[src/rtl/coco_kbd_matrix_seq.sv]
// coco_kbd_matrix_seq: PS/2 key events are queued in a FIFO, resolved through an
// external scancode ROM and applied to a ROWS x COLS key matrix. A sequencer holds
// each new key state for MIN_HOLD cycles and wraps remapped keys in a virtual SHIFT
// with SETTLE cycles of separation.
// Optional build macro: KBD_GHOST_EN (passive-matrix ghosting on the row returns).
module coco_kbd_matrix_seq #(
  parameter int ROWS       = 7,
  parameter int COLS       = 8,
  parameter int FIFO_DEPTH = 8,
  parameter int MIN_HOLD   = 50000,
  parameter int SETTLE     = 1000,
  parameter int SHIFT_ROW  = 6,
  parameter int SHIFT_COL  = 7
) (
  input  logic                    clk_sys,
  input  logic                    reset,
  input  logic [10:0]             ps2_key,
  output logic [8:0]              lk_code,
  input  logic                    lk_valid,
  input  logic [$clog2(ROWS)-1:0] lk_row,
  input  logic [$clog2(COLS)-1:0] lk_col,
  input  logic                    lk_shift,
  input  logic [COLS-1:0]         col_sel,
  input  logic [ROWS-1:0]         ext_low,
  output logic [ROWS-1:0]         rows,
  output logic                    busy,
  output logic                    overflow
);

  localparam int RW          = $clog2(ROWS);
  localparam int CW          = $clog2(COLS);
  localparam int AW          = $clog2(FIFO_DEPTH);
  localparam int TMAX        = (MIN_HOLD > SETTLE) ? MIN_HOLD : SETTLE;
  localparam int TW          = (TMAX < 1) ? 1 : $clog2(TMAX + 1);
  localparam int HOLD_LAST   = (MIN_HOLD > 0) ? MIN_HOLD - 1 : 0;
  localparam int SETTLE_LAST = (SETTLE > 0) ? SETTLE - 1 : 0;
  localparam int VW          = 8;

  typedef enum logic [2:0] {IDLE, SH_WAIT, KEY_SET, SH_REL, HOLD} state_t;

  state_t               state;
  logic [TW-1:0]        timer;
  logic [VW-1:0]        vshift_cnt;
  logic                 ev_press;
  logic                 ev_shift;
  logic [RW-1:0]        ev_row;
  logic [CW-1:0]        ev_col;
  logic [ROWS*COLS-1:0] key_q;
  logic [ROWS*COLS-1:0] key_eff;
  logic [COLS-1:0]      col_drv;
  logic [ROWS-1:0]      rows_nxt;
  logic [ROWS-1:0]      rows_q;

  logic                 tog_q;
  logic                 armed;
  logic [9:0]           fifo_mem [FIFO_DEPTH];
  logic [AW-1:0]        wr_ptr;
  logic [AW-1:0]        rd_ptr;
  logic [AW:0]          fifo_cnt;
  logic [9:0]           head;
  logic                 fifo_empty;
  logic                 fifo_full;
  logic                 push;
  logic                 push_ok;
  logic                 pop;
  logic                 overflow_q;

  assign fifo_empty = (fifo_cnt == '0);
  assign fifo_full  = (fifo_cnt == (AW+1)'(FIFO_DEPTH));
  assign push       = armed && (ps2_key[10] != tog_q);
  assign pop        = (state == IDLE) && !fifo_empty;
  // A pop frees a slot in the same cycle, so a full FIFO still accepts alongside a pop.
  assign push_ok    = push && (!fifo_full || pop);
  assign head       = fifo_mem[rd_ptr];
  assign lk_code    = fifo_empty ? 9'd0 : head[8:0];
  assign busy       = !fifo_empty || (state != IDLE);
  assign rows       = rows_q;
  assign overflow   = overflow_q;

  // Event capture: toggle detection, FIFO pointers and the sticky overflow flag.
  always_ff @(posedge clk_sys) begin
    if (reset) begin
      tog_q      <= 1'b0;
      armed      <= 1'b0;
      wr_ptr     <= '0;
      rd_ptr     <= '0;
      fifo_cnt   <= '0;
      overflow_q <= 1'b0;
    end else begin
      tog_q <= ps2_key[10];
      armed <= 1'b1;
      if (pop)            rd_ptr     <= rd_ptr + AW'(1);
      if (push_ok)        wr_ptr     <= wr_ptr + AW'(1);
      if (push && !push_ok) overflow_q <= 1'b1;
      fifo_cnt <= fifo_cnt + (AW+1)'(push_ok) - (AW+1)'(pop);
    end
  end

  // FIFO storage: {pressed, extended, scancode}; contents are don't-care while empty.
  always_ff @(posedge clk_sys) begin
    if (push_ok) fifo_mem[wr_ptr] <= ps2_key[9:0];
  end

  // Sequencer: pop, optional shift settle, key write, shift release settle, hold.
  always_ff @(posedge clk_sys) begin
    if (reset) begin
      state      <= IDLE;
      timer      <= '0;
      vshift_cnt <= '0;
      ev_press   <= 1'b0;
      ev_shift   <= 1'b0;
      ev_row     <= '0;
      ev_col     <= '0;
    end else begin
      case (state)
        IDLE: begin
          if (pop) begin
            ev_press <= head[9];
            ev_shift <= lk_shift;
            ev_row   <= lk_row;
            ev_col   <= lk_col;
            timer    <= '0;
            if (lk_valid) begin
              if (head[9] && lk_shift) begin
                if (vshift_cnt != '1) vshift_cnt <= vshift_cnt + VW'(1);
                state <= (vshift_cnt == '0) ? SH_WAIT : KEY_SET;
              end else begin
                state <= KEY_SET;
              end
            end
          end
        end
        SH_WAIT: begin
          if (timer == TW'(SETTLE_LAST)) begin
            timer <= '0;
            state <= KEY_SET;
          end else begin
            timer <= timer + TW'(1);
          end
        end
        KEY_SET: begin
          timer <= '0;
          // The last shifted key to lift keeps SHIFT down through SH_REL, so the
          // CPU sees the key go up before the virtual SHIFT does.
          if (!ev_press && ev_shift) begin
            if (vshift_cnt <= VW'(1)) begin
              state <= SH_REL;
            end else begin
              vshift_cnt <= vshift_cnt - VW'(1);
              state      <= HOLD;
            end
          end else begin
            state <= HOLD;
          end
        end
        SH_REL: begin
          if (timer == TW'(SETTLE_LAST)) begin
            vshift_cnt <= '0;
            timer      <= '0;
            state      <= HOLD;
          end else begin
            timer <= timer + TW'(1);
          end
        end
        HOLD: begin
          if (timer == TW'(HOLD_LAST)) state <= IDLE;
          else                         timer <= timer + TW'(1);
        end
        default: state <= IDLE;
      endcase
    end
  end

  // Key matrix: the latched event's bit is written during KEY_SET.
  always_ff @(posedge clk_sys) begin
    if (reset) begin
      key_q <= '0;
    end else if (state == KEY_SET) begin
      for (int r = 0; r < ROWS; r++)
        for (int c = 0; c < COLS; c++)
          if (ev_row == RW'(r) && ev_col == CW'(c)) key_q[r*COLS + c] <= ev_press;
    end
  end

  // Effective matrix: virtual shift ORs onto the real SHIFT position.
  always_comb begin
    key_eff = key_q;
    if (vshift_cnt != '0) key_eff[SHIFT_ROW*COLS + SHIFT_COL] = 1'b1;
  end

  // Row returns before the output register; ghosting adds one level of column coupling.
  always_comb begin
    col_drv = ~col_sel;
`ifdef KBD_GHOST_EN
    for (int r = 0; r < ROWS; r++)
      if (|(key_eff[r*COLS +: COLS] & ~col_sel)) col_drv = col_drv | key_eff[r*COLS +: COLS];
`endif
    rows_nxt = '1;
    for (int r = 0; r < ROWS; r++)
      rows_nxt[r] = ~(ext_low[r] | (|(key_eff[r*COLS +: COLS] & col_drv)));
  end

  // Output register for the active-low row returns.
  always_ff @(posedge clk_sys) begin
    if (reset) rows_q <= '1;
    else       rows_q <= rows_nxt;
  end

endmodule

[config.mk]
export PLATFORM = sky130hd
export DESIGN_NAME = coco_kbd_matrix_seq
export DESIGN_NICKNAME = d
export VERILOG_FILES = /design/src/rtl/coco_kbd_matrix_seq.sv
export SDC_FILE = /design/constraint.sdc
export NUM_CORES = 1
export LEC_CHECK = 0
export BUFFER_PORTS_ARGS = -buffer_cell sky130_fd_sc_hd__buf_4
export CELL_PAD_IN_SITES_DETAIL_PLACEMENT = 0
export CELL_PAD_IN_SITES_GLOBAL_PLACEMENT = 1
export CORE_MARGIN = 3
export CORE_UTILIZATION = 48
export DETAILED_ROUTE_END_ITERATION = 10
export PLACE_DENSITY_LB_ADDON = 0.1
export SLEW_MARGIN = 20
export SYNTH_ARGS = -nofsm -noshare
export SYNTH_HDL_FRONTEND = slang
export SYNTH_SLANG_ARGS = --single-unit
export TNS_END_PERCENT = 100
[constraint.sdc]
create_clock -name clk_sys -period 2.9 [get_ports clk_sys]
set_input_delay 0.58 -clock clk_sys [delete_from_list [all_inputs] [get_ports clk_sys]]
set_output_delay 0.58 -clock clk_sys [all_outputs]
set_load 0.005 [all_outputs]
==> run_results.csv, run 1 <==
group,metric,value,unit
outcome,run_status,"finished clean",
die,row_count,49,
final_layout,num_antenna_cells,0,
timing,setup_viol,0,
logic_synthesis,yosysWarnings,0,
clocking,cts_sinks,194,
routing,viasPerCell,5.89,
final_layout,nNetsFinal,946,
clocking,clk_latency,440,ps
global_routing,grt_pass1_vias,6443,
place,io_buffers,53,
clocking,htreeDepth,4,
setup_path,cp-end-kind,"output pin",
die,ios,54,
global_routing,grt_usage,21.4,%
timing,tightest_slew,785,ps
routing,dr.first_iter.drc_count,402,
timing,maxSlewViolCount,0,
routing,wirelength,21400,um
routing,vias,6714,
clocking,cts_hold_buf,0,
global_routing,grt_start_max_net_pins,65,
routing,drc_errors,0,
logic_synthesis,synth_compound_area_share,12.5,%
die,coreArea,0.0180,mm2
timing,hold_ws,365,ps
place,gp_congestion,0.850,
timing,final-hold-violation-count,0,
final_layout,final_common_cell,"nand2_1",
place,hpwl,14000,um
final_layout,drive_gt1_share,16.5,%
timing,period_share,93.3,%
global_routing,grt_pass1_wl,33900,um
logic_synthesis,syn_nets,906,
logic_synthesis,synth.mux.area_fraction,8.78,%
setup_path,cp.required,2320,ps
flow_run,cap_viol_max_count,0,
logic_synthesis,synth_cell_types,76,
routing,dr.pass1.iters,5,
die,die-area,0.0201,mm2
logic_synthesis,ys.flop_type,"dfxtp_1",
logic_synthesis,synth-seq-cells,194,
final_layout,layout_common_cells,"136 x nand2_1, 113 x dfxtp_1, 83 x buf_4",
power,p_leak,3.48,nW
timing,rsz0062_at_grt,"false",
logic_synthesis,synth_top_family_by_area,"simple AND/OR/NAND/NOR gates",
timing,setup_tns,0,ps
logic_synthesis,synth-edff-count,80,
clocking,root_buffer,"clkbuf_16",
timing,fmaxAchievable,0.370,GHz
timing,finClkSkew,16.6,ps
die,start_util,49.1,%
logic_synthesis,synthSimpleGateAreaFrac,18.6,%
timing,slew_headroom,47.4,%
power,peakVddDrop,553,uV
clocking,cts_tree,"built",
logic_synthesis,async_flop_share,0,%
setup_path,worstSetupPathType,"reg -> out",
die,die_h,142,um
clocking,clk_path_buf_depth,2,
hold_path,hold_path_class,"in -> reg",
timing,min_period,2700,ps
logic_synthesis,avgSynthCellArea,10.3,um2
global_routing,overflow,0,
setup_path,start_kind,"flop",
logic_synthesis,yosysSeqAreaShare,52.9,%
routing,drtAntennaViolNets,0,
logic_synthesis,synth_fa_ha_area_share,1.78,%
setup_path,path_max_fanout,12,
logic_synthesis,syn_inst,858,
final_layout,area_growth,14.6,%
die,die_width,142,um
clocking,path_clk_slew,90,ps
logic_synthesis,synth_area,0.00885,mm2
clocking,cts_buffers,17,
routing,wire_per_inst,18.7,um
power,power.density,846,mW/mm2
logic_synthesis,synthXorXnorAreaFrac,1.38,%
setup_path,cp.arrival,2120,ps
global_routing,grt_antenna_before_repair,0,
## cell usage after synthesis (3+ instances only)
master     count  share of area [%]
nand2_1      136                5.8
dfxtp_1      114                 26
edfxtp_1      80                 27
a21oi_1       74                4.2
nand3_1       61                3.4
nor2_1        60                2.5
clkbuf_1      50                2.1
mux2i_1       33                3.7
inv_1         20               0.85
nor3_1        19                1.1
mux4_2        14                3.6
nand2b_1      13               0.92
ha_1          11                1.6
a221oi_1       9               0.89
xor2_1         9               0.89
a22o_1         7               0.69
nand4_1        7               0.49
o21ai_0        7               0.40
a211oi_1       6               0.51
a222oi_1       6               0.68
buf_2          6               0.34
mux4_1         5                1.5
nor4_1         5               0.35
o211ai_1       5               0.42
o21a_1         5               0.42
xnor2_1        5               0.49
a21o_1         4               0.34
a22oi_1        4               0.34
buf_1          4               0.17
nor3b_1        4               0.34
o211a_1        4               0.45
or3_1          4               0.28
a32o_1         3               0.34
nand3b_1       3               0.25
nor2b_1        3               0.21
nor4b_2        3               0.51
o2111ai_1      3               0.30
or2_2          3               0.21
## final timing paths
kind | from | slack [ps] | to | cells after the start
worst min-delay path | ps2_key[7] | 370 | fifo_mem[6][7]$_DFFE_PP_ | 1
worst min register to register | key_q[36]$_SDFFE_PP0P_ | 460 | key_q[36]$_SDFFE_PP0P_ | 2
worst max register to register | vshift_cnt[0]$_SDFFE_PP0P_ | 380 | vshift_cnt[2]$_SDFFE_PP0P_ | 7
worst max-delay path | flop | 200 | lk_code[6] | 5
## logic make-up (layout without fill, tap and decap cells)
kind of cell             count (synthesis)  in the layout
multiplexers                            52             52
buffers and inverters                   83            136
AO/OA/AOI/OAI                          160            160
flip-flops                             194            194
adder cells (fa/ha/maj)                 12             12
AND/OR/NAND/NOR                        343            343
XOR/XNOR                                14             14
## metal layers
metal,GRT usage (%),vias to the layer above,wire (um)
li1,-,3216,-
met1,30.2,3280,9610
met2,34.1,202,10300
met3,4.15,16,1260
met4,5.40,0,191
met5,0,-,0
## worst max-delay path, stage by stage (launching register included)
cell	delay, ps
dfxtp_1	510
buf_6	250
mux4_1	570
mux2i_1	150
nor2_1	70
buf_4	140
## where the power goes
part | switching (mW) | internal (mW) | total [mW]
Combinational | 1.62 | 1.14 | 2.76
Clock | 1.26 | 1.22 | 2.48
Sequential | 0.307 | 3.04 | 3.35
Total | 3.19 | 5.40 | 8.59
## sequential cells by signal (all words and copies together), names as in the netlist, named ones only
| signal | count |
|---|---|
| fifo_mem | 80 |
| key_q | 56 |
| timer | 16 |
| vshift_cnt | 8 |
| rows | 7 |
| fifo_cnt | 4 |
| ev_col | 3 |
| ev_row | 3 |
| rd_ptr | 3 |
| state | 3 |
| wr_ptr | 3 |
| armed | 1 |
| ev_press | 1 |
| ev_shift | 1 |
| overflow | 1 |
| tog_q | 1 |
## what timing repair did
action | 4_1_cts | 5_1_grt
resized for setup | 0 | 1
setup endpoints to repair | 0 | 4
setup buffers | 0 | 0
## through the flow
stage | util, % | instances | instance area (um2) | setup WS, ps | power (mW)
final | 56.3 | 1140 | 10100 | 196 | 8.59
after global routing | 56.3 | 1140 | 10100 | 51.6 | 9.09
after CTS | 56.3 | 1140 | 10100 | 96.5 | 8.65
after detailed placement | 52.7 | 1108 | 9500 | 448 | 6.17
after global placement | 52.7 | 1108 | 9500 | 547 | 6.06
after floorplan | - | 858 | 8850 | 358 | 5.30
## layout make-up
class / instances / area [um2]
Fill cell: 1595 / 7880
Sequential cell: 194 / 4690
Multi-Input combinational cell: 581 / 3820
Timing Repair Buffer: 84 / 634
Clock buffer: 17 / 425
Tap cell: 229 / 287
Clock inverter: 15 / 219
Inverter: 20 / 75.1
No activity file was read; power rests on OpenSTA's default activity.
==> run 2: changes to the inputs <==
--- a/config.mk
+++ b/config.mk
@@ -5,14 +5,14 @@
 export SDC_FILE = /design/constraint.sdc
 export NUM_CORES = 1
 export LEC_CHECK = 0
+export ABC_AREA = 1
 export BUFFER_PORTS_ARGS = -buffer_cell sky130_fd_sc_hd__buf_4
 export CELL_PAD_IN_SITES_DETAIL_PLACEMENT = 0
 export CELL_PAD_IN_SITES_GLOBAL_PLACEMENT = 1
 export CORE_MARGIN = 3
-export CORE_UTILIZATION = 48
+export CORE_UTILIZATION = 46
 export DETAILED_ROUTE_END_ITERATION = 10
 export PLACE_DENSITY_LB_ADDON = 0.1
-export SLEW_MARGIN = 20
 export SYNTH_ARGS = -nofsm -noshare
 export SYNTH_HDL_FRONTEND = slang
 export SYNTH_SLANG_ARGS = --single-unit
==> run 2 against run 1 <==
Effect of this change:
- synthesized cell count rose by 25%
- final cell count grew 22%
- critical endpoint is now lk_code[3]
- first-iteration DRC count is 30% higher
- die area rose by 6.5%
- setup slack better by 55 ps
- clock-buffer cell count unchanged
- global-route usage down 0.17 points
- largest power group unchanged
- critical path type unchanged
- design area grew 1.5%
- via count increased by 11%
- sequential power down 4%
==> run_results.csv, run 2 <==
group,metric,value,unit
power,internal_power,5.17,mW
power,p_sw,3.39,mW
setup_path,path_max_fanout,40,
logic_synthesis,synth-edff-count,80,
die,row_count,50,
power,p_clk_share,26.7,%
die,die_h,146,um
die,ios,54,
timing,rsz0062_at_grt,"false",
routing,wirelength,22800,um
flow_run,cap_viol_max_count,0,
logic_synthesis,synthTopCellsByCount,"139 x nand2_1, 134 x nor2_1, 114 x dfxtp_1, 101 x a21oi_1, 94 x inv_1",
global_routing,grtUsageMet1,28.1,%
timing,tightest_slew,674,ps
power,p_leak,3.72,nW
logic_synthesis,syn_inst,1073,
routing,dr.pass1.iters,5,
final_layout,layout_common_cells,"139 x nand2_1, 134 x nor2_1, 113 x dfxtp_1",
final_layout,regMostFlops,"fifo_mem",
die,die_width,146,um
final_layout,num_antenna_cells,0,
setup_path,worstSetupPathType,"reg -> out",
final_layout,nNetsFinal,1171,
final_layout,final_common_cell,"nand2_1",
setup_path,start_kind,"flop",
power,netSwitchingFraction,39.6,%
global_routing,grt_usage,21.2,%
setup_path,cp.required,2320,ps
global_routing,grt_pass1_vias,7160,
routing,drtAntennaViolNets,0,
timing,finClkSkew,13.7,ps
clocking,root_buffer,"clkbuf_16",
logic_synthesis,synth-seq-cells,194,
timing,setup_tns,0,ps
final_layout,multiInputGateArea,0.00372,mm2
logic_synthesis,async_flop_share,0,%
routing,drc_errors,0,
global_routing,grt_start_max_net_pins,58,
logic_synthesis,ys.flop_type,"dfxtp_1",
clocking,clk_latency,430,ps
clocking,htreeDepth,4,
clocking,path_clk_slew,80,ps
routing,wire_per_inst,16.3,um
routing,dr.first_iter.drc_count,522,
global_routing,overflow,0,
final_layout,fillers,1865,
timing,final-hold-violation-count,0,
timing,fmaxAchievable,0.377,GHz
place,io_buffers,53,
final_layout,area_growth,13.8,%
timing,period_share,91.4,%
logic_synthesis,yosysSeqAreaShare,51.7,%
final_layout,drive_gt1_share,14.6,%
power,pwr-share-seq,37.7,%
timing,min_period,2650,ps
final_layout,largestRegisters,"fifo_mem x80, key_q x56, timer x16",
logic_synthesis,yosysMostFrequentCell,"nand2_1",
place,gp_congestion,0.845,
power,peakVddDrop,423,uV
global_routing,grt_antenna_before_repair,0,
logic_synthesis,synth_cell_types,46,
final_layout,largest_reg_flops,80,
logic_synthesis,yosysWarnings,0,
clocking,cts_sinks,194,
logic_synthesis,synth_top_area_share,26.5,%
clocking,cts_tree,"built",
die,die-area,0.0214,mm2
place,hpwl,15700,um
logic_synthesis,synth_area,0.00906,mm2
outcome,run_status,"finished clean",
die,coreArea,0.0190,mm2
clocking,postCtsSetupBuffers,0,
logic_synthesis,yosys.area.top_type,"edfxtp_1",
routing,viasPerCell,5.32,
timing,setup_viol,0,
global_routing,busiest_layer,"met2",
global_routing,grt_pass1_wl,36900,um
routing,vias,7423,
power,pwr-share-comb,35.7,%
clocking,clk_path_buf_depth,2,
clocking,cts-resized-gates,0,
global_routing,use_met3,3.85,%
final_layout,utilization,54.2,%
hold_path,hold_path_class,"in -> reg",
setup_path,cp.arrival,2070,ps
setup_path,cp-end-kind,"output pin",
clocking,cts_hold_buf,0,
timing,maxSlewViolCount,0,
final_layout,layout.area.seq,0.00469,mm2
logic_synthesis,syn_nets,1121,
clocking,cts_buffers,17,
die,start_util,47.6,%
power,power.density,830,mW/mm2
logic_synthesis,synthTopCellsByArea,"edfxtp_1 27%, dfxtp_1 25%, nand2_1 5.8%",
timing,slew_headroom,55.1,%
global_routing,met2_usage,36.0,%
logic_synthesis,avgSynthCellArea,8.44,um2
-- run 2: cell count changes after synthesis, sizes merged, moves of 27 or more --
cell   delta
mux2i    -33
o21ai    +77
nor3     +59
a21oi    +27
inv      +93
nor2     +90
-- run 2: worst max-delay path, cell delays in order, from the launching register on --
cell	delay, ps
dfxtp_1	320
inv_2	460
o21ai_0	160
o22ai_1	180
o21ai_0	100
a31oi_1	240
buf_4	160
-- run 2: final timing paths --
check | startpoint | end | slack, ps | cells after the start
setup / recovery | flop | lk_code[3] | 250 | 6
hold / removal | ext_low[3] | rows[3]$_SDFF_PP1_ | 330 | 2
setup reg to reg | state[2]$_SDFFE_PP0P_ | fifo_cnt[2]$_SDFF_PP0_ | 510 | 14
hold reg to reg | ev_shift$_SDFFE_PP0P_ | ev_shift$_SDFFE_PP0P_ | 450 | 2
-- run 2: power groups by stage --
stage	clock network (mW)	registers (mW)	logic, mW
floorplan	0	3.24	2.26
global placement	0	3.28	3.04
detailed placement	0	3.28	3.06
CTS	2.34	3.22	3.08
global route	2.44	3.25	3.44
finish	2.28	3.22	3.05
-- run 2: final cells by class --
cell class                 instances  area share, %
clock buffer                      17           4.13
clock inverter                    15           1.37
inverter                         116           4.23
multi-input combinational        720           36.1
sequential                       194           45.5
tap                              260           3.16
timing repair buffer              74           5.51
-- run 2: metrics by stage --
| stage | hold WS (ps) | power [mW] | cells | setup slack [ps] | instance area (um2) |
|---|---|---|---|---|---|
| after floorplan | 425 | 5.49 | 1073 | 746 | 9060 |
| after global placement | 439 | 6.32 | 1364 | 582 | 9740 |
| after detailed placement | 446 | 6.34 | 1364 | 544 | 9740 |
| after CTS | 316 | 8.64 | 1396 | 246 | 10300 |
| after global routing | 315 | 9.13 | 1396 | 109 | 10300 |
| final | 333 | 8.56 | 1396 | 250 | 10300 |
-- run 2: per-layer routing --
metal	share of wire (%)	wire length, um	vias to the layer above
li1	-	-	3759
met1	46	10400	3467
met2	48	11000	171
met3	4.3	987	26
met4	1.6	362	0
met5	0	0	-
-- run 2: logic make-up after synthesis --
family	after synthesis	share of synthesized area (%)
buffers and inverters	159	7.18
XOR/XNOR	8	0.774
AND/OR/NAND/NOR	464	24.4
AO/OA/AOI/OAI	236	14.2
adder cells (fa/ha/maj)	12	1.74
flip-flops	194	51.7
